--- config.mk ---
export PLATFORM = sky130hd
export DESIGN_NAME = alu_muldiv_ctrl
export DESIGN_NICKNAME = d
export VERILOG_FILES = /design/src/rtl/alu_muldiv_ctrl.sv
export SDC_FILE = /design/constraint.sdc
export NUM_CORES = 1
export LEC_CHECK = 0
export ABC_AREA = 1
export CAP_MARGIN = 25
export CORE_ASPECT_RATIO = 1.25
export CORE_MARGIN = 2
export CORE_UTILIZATION = 50
export DETAILED_ROUTE_END_ITERATION = 6
export DONT_BUFFER_PORTS = 1
export GPL_ROUTABILITY_DRIVEN = 0
export SYNTH_ARGS = -nofsm -noshare
export SYNTH_HDL_FRONTEND = slang
export SYNTH_SLANG_ARGS = --single-unit
--- constraint.sdc ---
create_clock -name clk -period 6.9 [get_ports clk]
set_input_delay 1.38 -clock clk [delete_from_list [all_inputs] [get_ports clk]]
set_output_delay 1.38 -clock clk [all_outputs]
set_load 0.02 [all_outputs]
--- src/rtl/alu_muldiv_ctrl.sv ---
// EX-stage ALU control decoder with an iterative multiply/divide engine and
// the architectural HI/LO registers. While a mul/div is in flight, any
// instruction that touches HI/LO or the engine is held via stall.
module alu_muldiv_ctrl #(
    parameter int WIDTH = 32
) (
    input  logic             clk,
    input  logic             rst_n,
    input  logic             valid,
    input  logic             flush,
    input  logic [3:0]       ALUOp,
    input  logic [5:0]       funct,
    input  logic [WIDTH-1:0] src_a,
    input  logic [WIDTH-1:0] src_b,
    output logic [3:0]       alu_ctrl_out,
    output logic [WIDTH-1:0] hilo_rdata,
    output logic             hilo_re,
    output logic             stall,
    output logic             busy,
    output logic             done,
    output logic [WIDTH-1:0] hi,
    output logic [WIDTH-1:0] lo
);

    localparam int CNT_W = $clog2(WIDTH + 1);

    localparam logic [5:0] F_MFHI  = 6'b010000;
    localparam logic [5:0] F_MTHI  = 6'b010001;
    localparam logic [5:0] F_MFLO  = 6'b010010;
    localparam logic [5:0] F_MTLO  = 6'b010011;
    localparam logic [5:0] F_MULT  = 6'b011000;
    localparam logic [5:0] F_MULTU = 6'b011001;
    localparam logic [5:0] F_DIV   = 6'b011010;
    localparam logic [5:0] F_DIVU  = 6'b011011;

    typedef enum logic [1:0] {IDLE, RUN, FIN} state_t;

    // Two's-complement negation of a WIDTH-bit value.
    function automatic logic [WIDTH-1:0] neg_w(input logic [WIDTH-1:0] v);
        return ~v + WIDTH'(1);
    endfunction

    // Two's-complement negation of a double-width product.
    function automatic logic [2*WIDTH-1:0] neg_2w(input logic [2*WIDTH-1:0] v);
        return ~v + (2*WIDTH)'(1);
    endfunction

    // Magnitude of an operand; only signed ops take the absolute value.
    function automatic logic [WIDTH-1:0] mag(input logic signed [WIDTH-1:0] v,
                                             input logic is_signed);
        return (is_signed && v < 0) ? neg_w(v) : v;
    endfunction

    // Control state
    state_t             state_q, state_d;
    logic               done_q, done_d;
    logic [WIDTH-1:0]   hi_q, hi_d;
    logic [WIDTH-1:0]   lo_q, lo_d;

    // Datapath state (loaded on accept, no reset needed)
    logic [CNT_W-1:0]   cnt_q, cnt_d;
    logic [2*WIDTH-1:0] prod_q, prod_d;
    logic [WIDTH-1:0]   opnd_q, opnd_d;
    logic               is_div_q, is_div_d;
    logic               divz_q, divz_d;
    logic               res_neg_q, res_neg_d;
    logic               rem_neg_q, rem_neg_d;

    // Instruction classification
    logic is_r, is_mfhi, is_mflo, is_mthi, is_mtlo, is_muldiv, is_hl_op;
    logic op_ok, sgn_op;
    logic signed [WIDTH-1:0] a_s, b_s;
    logic [WIDTH-1:0] a_mag, b_mag;

    assign is_r      = (ALUOp == 4'b0010);
    assign is_mfhi   = (funct == F_MFHI);
    assign is_mflo   = (funct == F_MFLO);
    assign is_mthi   = (funct == F_MTHI);
    assign is_mtlo   = (funct == F_MTLO);
    assign is_muldiv = (funct == F_MULT) || (funct == F_MULTU) ||
                       (funct == F_DIV)  || (funct == F_DIVU);
    assign is_hl_op  = is_muldiv | is_mfhi | is_mflo | is_mthi | is_mtlo;

    assign busy    = (state_q != IDLE);
    assign stall   = busy & valid & is_r & is_hl_op;
    assign op_ok   = valid & ~flush & is_r & ~busy;
    assign hilo_re = valid & is_r & (is_mfhi | is_mflo) & ~stall;

    assign hilo_rdata = (is_r && is_mfhi) ? hi_q :
                        (is_r && is_mflo) ? lo_q : '0;

    assign done = done_q;
    assign hi   = hi_q;
    assign lo   = lo_q;

    // funct[0] clear selects the signed variant (MULT/DIV)
    assign sgn_op = ~funct[0];
    assign a_s    = src_a;
    assign b_s    = src_b;
    assign a_mag  = mag(a_s, sgn_op);
    assign b_mag  = mag(b_s, sgn_op);

    // One shift-add multiply step: conditionally add multiplicand into the
    // upper half, then shift the whole product right.
    logic [WIDTH:0]     mul_sum;
    logic [2*WIDTH-1:0] mul_next;
    assign mul_sum  = prod_q[0] ? ({1'b0, prod_q[2*WIDTH-1:WIDTH]} + {1'b0, opnd_q})
                                :  {1'b0, prod_q[2*WIDTH-1:WIDTH]};
    assign mul_next = {mul_sum, prod_q[WIDTH-1:1]};

    // One restoring divide step: upper half is the partial remainder, lower
    // half shifts the dividend out and the quotient bits in.
    logic [WIDTH:0]     div_shift, div_diff;
    logic               div_bit;
    logic [WIDTH-1:0]   div_rem;
    logic [2*WIDTH-1:0] div_next;
    assign div_shift = {prod_q[2*WIDTH-1:WIDTH], prod_q[WIDTH-1]};
    assign div_diff  = div_shift - {1'b0, opnd_q};
    assign div_bit   = ~div_diff[WIDTH];
    assign div_rem   = div_bit ? div_diff[WIDTH-1:0] : div_shift[WIDTH-1:0];
    assign div_next  = {div_rem, prod_q[WIDTH-2:0], div_bit};

    // Sign-corrected results written in FIN
    logic [2*WIDTH-1:0] mul_res;
    logic [WIDTH-1:0]   quo_res, rem_res;
    assign mul_res = res_neg_q ? neg_2w(prod_q) : prod_q;
    assign quo_res = res_neg_q ? neg_w(prod_q[WIDTH-1:0]) : prod_q[WIDTH-1:0];
    assign rem_res = rem_neg_q ? neg_w(prod_q[2*WIDTH-1:WIDTH]) : prod_q[2*WIDTH-1:WIDTH];

    // ALU operation code from op class and funct
    always_comb begin
        alu_ctrl_out = 4'b0010;
        case (ALUOp)
            4'b0000: alu_ctrl_out = 4'b0010;
            4'b0001: alu_ctrl_out = 4'b0110;
            4'b0011: alu_ctrl_out = 4'b0101;
            4'b0101: alu_ctrl_out = 4'b0000;
            4'b0100: alu_ctrl_out = 4'b0001;
            4'b0110: alu_ctrl_out = 4'b0011;
            4'b1010: alu_ctrl_out = 4'b1010;
            4'b1000: alu_ctrl_out = 4'b0111;
            4'b0010: begin
                case (funct)
                    6'b100000, 6'b100001: alu_ctrl_out = 4'b0010;
                    6'b100010, 6'b100011: alu_ctrl_out = 4'b0110;
                    6'b100100:            alu_ctrl_out = 4'b0000;
                    6'b100101:            alu_ctrl_out = 4'b0001;
                    6'b100110:            alu_ctrl_out = 4'b0011;
                    6'b100111:            alu_ctrl_out = 4'b1010;
                    6'b101010, 6'b101011: alu_ctrl_out = 4'b0111;
                    6'b000000:            alu_ctrl_out = 4'b1000;
                    6'b000010:            alu_ctrl_out = 4'b0100;
                    6'b000011:            alu_ctrl_out = 4'b1100;
                    default:              alu_ctrl_out = 4'b0010;
                endcase
            end
            default: alu_ctrl_out = 4'b0010;
        endcase
    end

    // Next-state logic for the mul/div FSM, datapath and HI/LO
    always_comb begin
        state_d   = state_q;
        done_d    = 1'b0;
        hi_d      = hi_q;
        lo_d      = lo_q;
        cnt_d     = cnt_q;
        prod_d    = prod_q;
        opnd_d    = opnd_q;
        is_div_d  = is_div_q;
        divz_d    = divz_q;
        res_neg_d = res_neg_q;
        rem_neg_d = rem_neg_q;
        case (state_q)
            IDLE: begin
                if (op_ok) begin
                    if (is_mthi) hi_d = src_a;
                    if (is_mtlo) lo_d = src_a;
                    if (is_muldiv) begin
                        is_div_d  = funct[1];
                        res_neg_d = sgn_op & (src_a[WIDTH-1] ^ src_b[WIDTH-1]);
                        rem_neg_d = sgn_op & src_a[WIDTH-1];
                        cnt_d     = CNT_W'(WIDTH);
                        if (funct[1] && src_b == '0) begin
                            divz_d  = 1'b1;
                            prod_d  = {src_a, {WIDTH{1'b1}}};
                            state_d = FIN;
                        end else begin
                            divz_d  = 1'b0;
                            opnd_d  = funct[1] ? b_mag : a_mag;
                            prod_d  = {{WIDTH{1'b0}}, (funct[1] ? a_mag : b_mag)};
                            state_d = RUN;
                        end
                    end
                end
            end
            RUN: begin
                if (flush) begin
                    state_d = IDLE;
                end else begin
                    prod_d = is_div_q ? div_next : mul_next;
                    cnt_d  = cnt_q - CNT_W'(1);
                    if (cnt_q == CNT_W'(1)) state_d = FIN;
                end
            end
            FIN: begin
                state_d = IDLE;
                if (!flush) begin
                    done_d = 1'b1;
                    if (divz_q) begin
                        hi_d = prod_q[2*WIDTH-1:WIDTH];
                        lo_d = prod_q[WIDTH-1:0];
                    end else if (is_div_q) begin
                        hi_d = rem_res;
                        lo_d = quo_res;
                    end else begin
                        hi_d = mul_res[2*WIDTH-1:WIDTH];
                        lo_d = mul_res[WIDTH-1:0];
                    end
                end
            end
            default: state_d = IDLE;
        endcase
    end

    // Control and architectural registers with synchronous active-low reset
    always_ff @(posedge clk) begin
        if (!rst_n) begin
            state_q <= IDLE;
            done_q  <= 1'b0;
            hi_q    <= '0;
            lo_q    <= '0;
        end else begin
            state_q <= state_d;
            done_q  <= done_d;
            hi_q    <= hi_d;
            lo_q    <= lo_d;
        end
    end

    // Iteration datapath registers
    always_ff @(posedge clk) begin
        cnt_q     <= cnt_d;
        prod_q    <= prod_d;
        opnd_q    <= opnd_d;
        is_div_q  <= is_div_d;
        divz_q    <= divz_d;
        res_neg_q <= res_neg_d;
        rem_neg_q <= rem_neg_d;
    end

endmodule

==> out/metrics.yaml <==
worst_setup_path:
  crit_path_end_kind: "output port"
  crit_start: "funct[0]"
  critPathRequiredTime_ps: 5520
  cp_max_fo: 25
  r2r_start: "prod_q[31]"
  worstPathArrival_ps: 3440
  start_kind: "input port"
  crit_type: "input port to output port"
clocking:
  cts.sinks: 173
  clkTransAtPathRegs_ps: 80
  post-cts-setup-buffer-count: 0
  cts_buffer_depth: 2
  cts_max_level: 4
  cts_root_buf: "clkbuf_16"
  cts_buffers: 17
  cts_tree: "built"
  ctsHoldBuffers: 0
  cts_resized: 0
  clk_latency_ps: 460
grt:
  grt_max_degree: 97
  grt_use_total_pct: 42.6
  grt_pass1_vias: 21500
  grt_pass1_wl_um: 133000
  gr-total-overflow: 0
  antenna_found_initial: 7
timing:
  finalHoldViolations: 0
  rsz0062_at_grt: "false"
  post-route-period-util_pct: 69.9
  max_clock_freq_mhz: 207
  finClkSkew_ps: 18.5
  slew_violations: 0
  setup_tns_ps: 0
  worst_slew_pin_slew_ps: 1060
  slew_headroom_pct: 29.3
  whs_ps: 596
  finalSetupViolations: 0
  post-route-min-period_ps: 4820
synthesis:
  synth_cells: 3511
  ys_seq_elements: 173
  syn_area_um2: 20200
  yosysWarnings: 0
  synth.avg_cell_area_um2: 5.75
  synth_edf_count: 106
  synth_top_area_cell: "nand2_1"
  async_reset_ff_share_pct: 0
  ys_seq_area_share_pct: 22.4
  synthFlopType: "edfxtp_1"
  ys_top_cells_by_area: "nand2_1 (20%), edfxtp_1 (16%), inv_1 (9.8%), nand3_1 (7.2%), nor2_1 (7.2%)"
  synth_cell_types: 57
  yosys.area.top_type_share_pct: 20.4
  syn-num-nets: 3665
die:
  coreArea_um2: 39900
  die_x_um: 184
  die_h_um: 229
  die_area_um2: 42000
  io_pins: 182
  std_cell_rows: 82
  start_util_pct: 50.6
drt:
  route.met3.wl_um: 8610
  wl_um: 91100
  wl_met2_um: 40200
  routed.top_layer: "met5"
  drtIter0Drc: 2590
  wire_per_inst_um: 23.1
  firstDrtPassIters: 6
  met1_length_um: 32300
  routed_via_density: 5.93
  vias: 23400
  drc: 0
  antenna_left: 0
run:
  maxCapViolations: 0
placed_design:
  dpl.cell_count: 3916
  hpwl_um: 73000
  dpl-instance-area_um2: 20400
  io_buffer_count: 0
worst_hold_path:
  min-delay-start: "cnt_q[5]"
  min_path_type: "register to register"
final_layout:
  syn_to_final_growth_pct: 4.50
  fin_area_um2: 21100
  num-nets-final: 3586
  final_util_pct: 52.8
  final_cell_mix: "nand2_1 (1,099), inv_1 (523), nor2_1 (385)"
  drive_gt1_share_pct: 5.20
  final_common_cell: "nand2_1"
  fin_cells: 3951
power:
  vdd_drop_max_mv: 0.143
  powerDensity_nw_per_um2: 114
  leakagePower_uw: 0.0103
status:
  status: "finished clean"
[critical path, stage by stage]
cell and delay [ps]:
inv_1 110, ha_1 160, inv_1 50, nor3_1 260, nand2_1 520, inv_1 550
a32o_1 390
[per-stage QoR]
step	power [uW]	setup slack [ps]
2_1_floorplan	1290	2210
3_3_place_gp	1380	2160
3_5_place_dp	1380	2120
4_1_cts	2390	2110
5_1_grt	2450	1930
6_report	2400	2080
[power by group]
part | internal [uW] | switching, uW
clock network | 524 | 506
registers | 1100 | 1.31
logic | 68.6 | 203
[layout make-up]
class | count | area, um^2
clock buffers | 17 | 425
repair buffers | 18 | 175
clock inverters | 15 | 189
fillers | 4299 | 18800
inverters | 540 | 2030
well taps | 504 | 631
flip-flops and latches | 173 | 4520
diodes | 2 | 5.00
multi-input cells | 2682 | 13100
[logic make-up after synthesis]
kind of cell / share of synthesized area, %
xor gates and xnor gates: 3.17
adders and majority gates: 4.79
and+or+nand+nor: 42.3
buffers and inverters: 12.6
AOI/OAI and AO/OA: 14.7
DFF: 22.4
[synthesized netlist by cell type, types with 7 or more instances]
library cell,instances
a32o_1,8
a21oi_2,8
nor2_1,385
clkbuf_1,76
a31oi_1,17
or2_2,9
nand2_2,30
o21ai_0,248
nand4_1,55
a21boi_1,7
inv_2,12
a21boi_2,12
nor3_1,35
inv_1,525
nand3b_1,7
nor2_2,15
o21ai_1,18
and2_1,15
edfxtp_1,106
dfxtp_1,67
ha_1,74
nand3_1,289
xor2_1,61
buf_1,13
nand2_1,1099
o22ai_1,7
xnor2_1,12
buf_2,17
a21oi_1,192
nand3_2,25
[sequential cells by signal, indices dropped and copies added, names as in the netlist, 2 cells and up]
| signal | flops |
|---|---|
| opnd_q | 32 |
| lo | 32 |
| state_q | 2 |
| hi | 32 |
| prod_q | 64 |
| cnt_q | 6 |
[layer usage]
metal / up-vias / global-route usage (%)
li1: 11100 / -
met1: 10700 / 47.6
met2: 1273 / 67.0
met3: 398 / 9.77
met4: 8 / 39.3
met5: - / 0
[final timing paths]
path / depth (start not counted) / endpoint / slack, ps
max reg2reg: 18 / prod_q[63] / 3420
max: 7 / hilo_rdata[21] / 2080
min reg2reg: 2 / cnt_q[5] / 600
min: 2 / cnt_q[5] / 600
No activity file was read; power rests on OpenSTA's default activity.
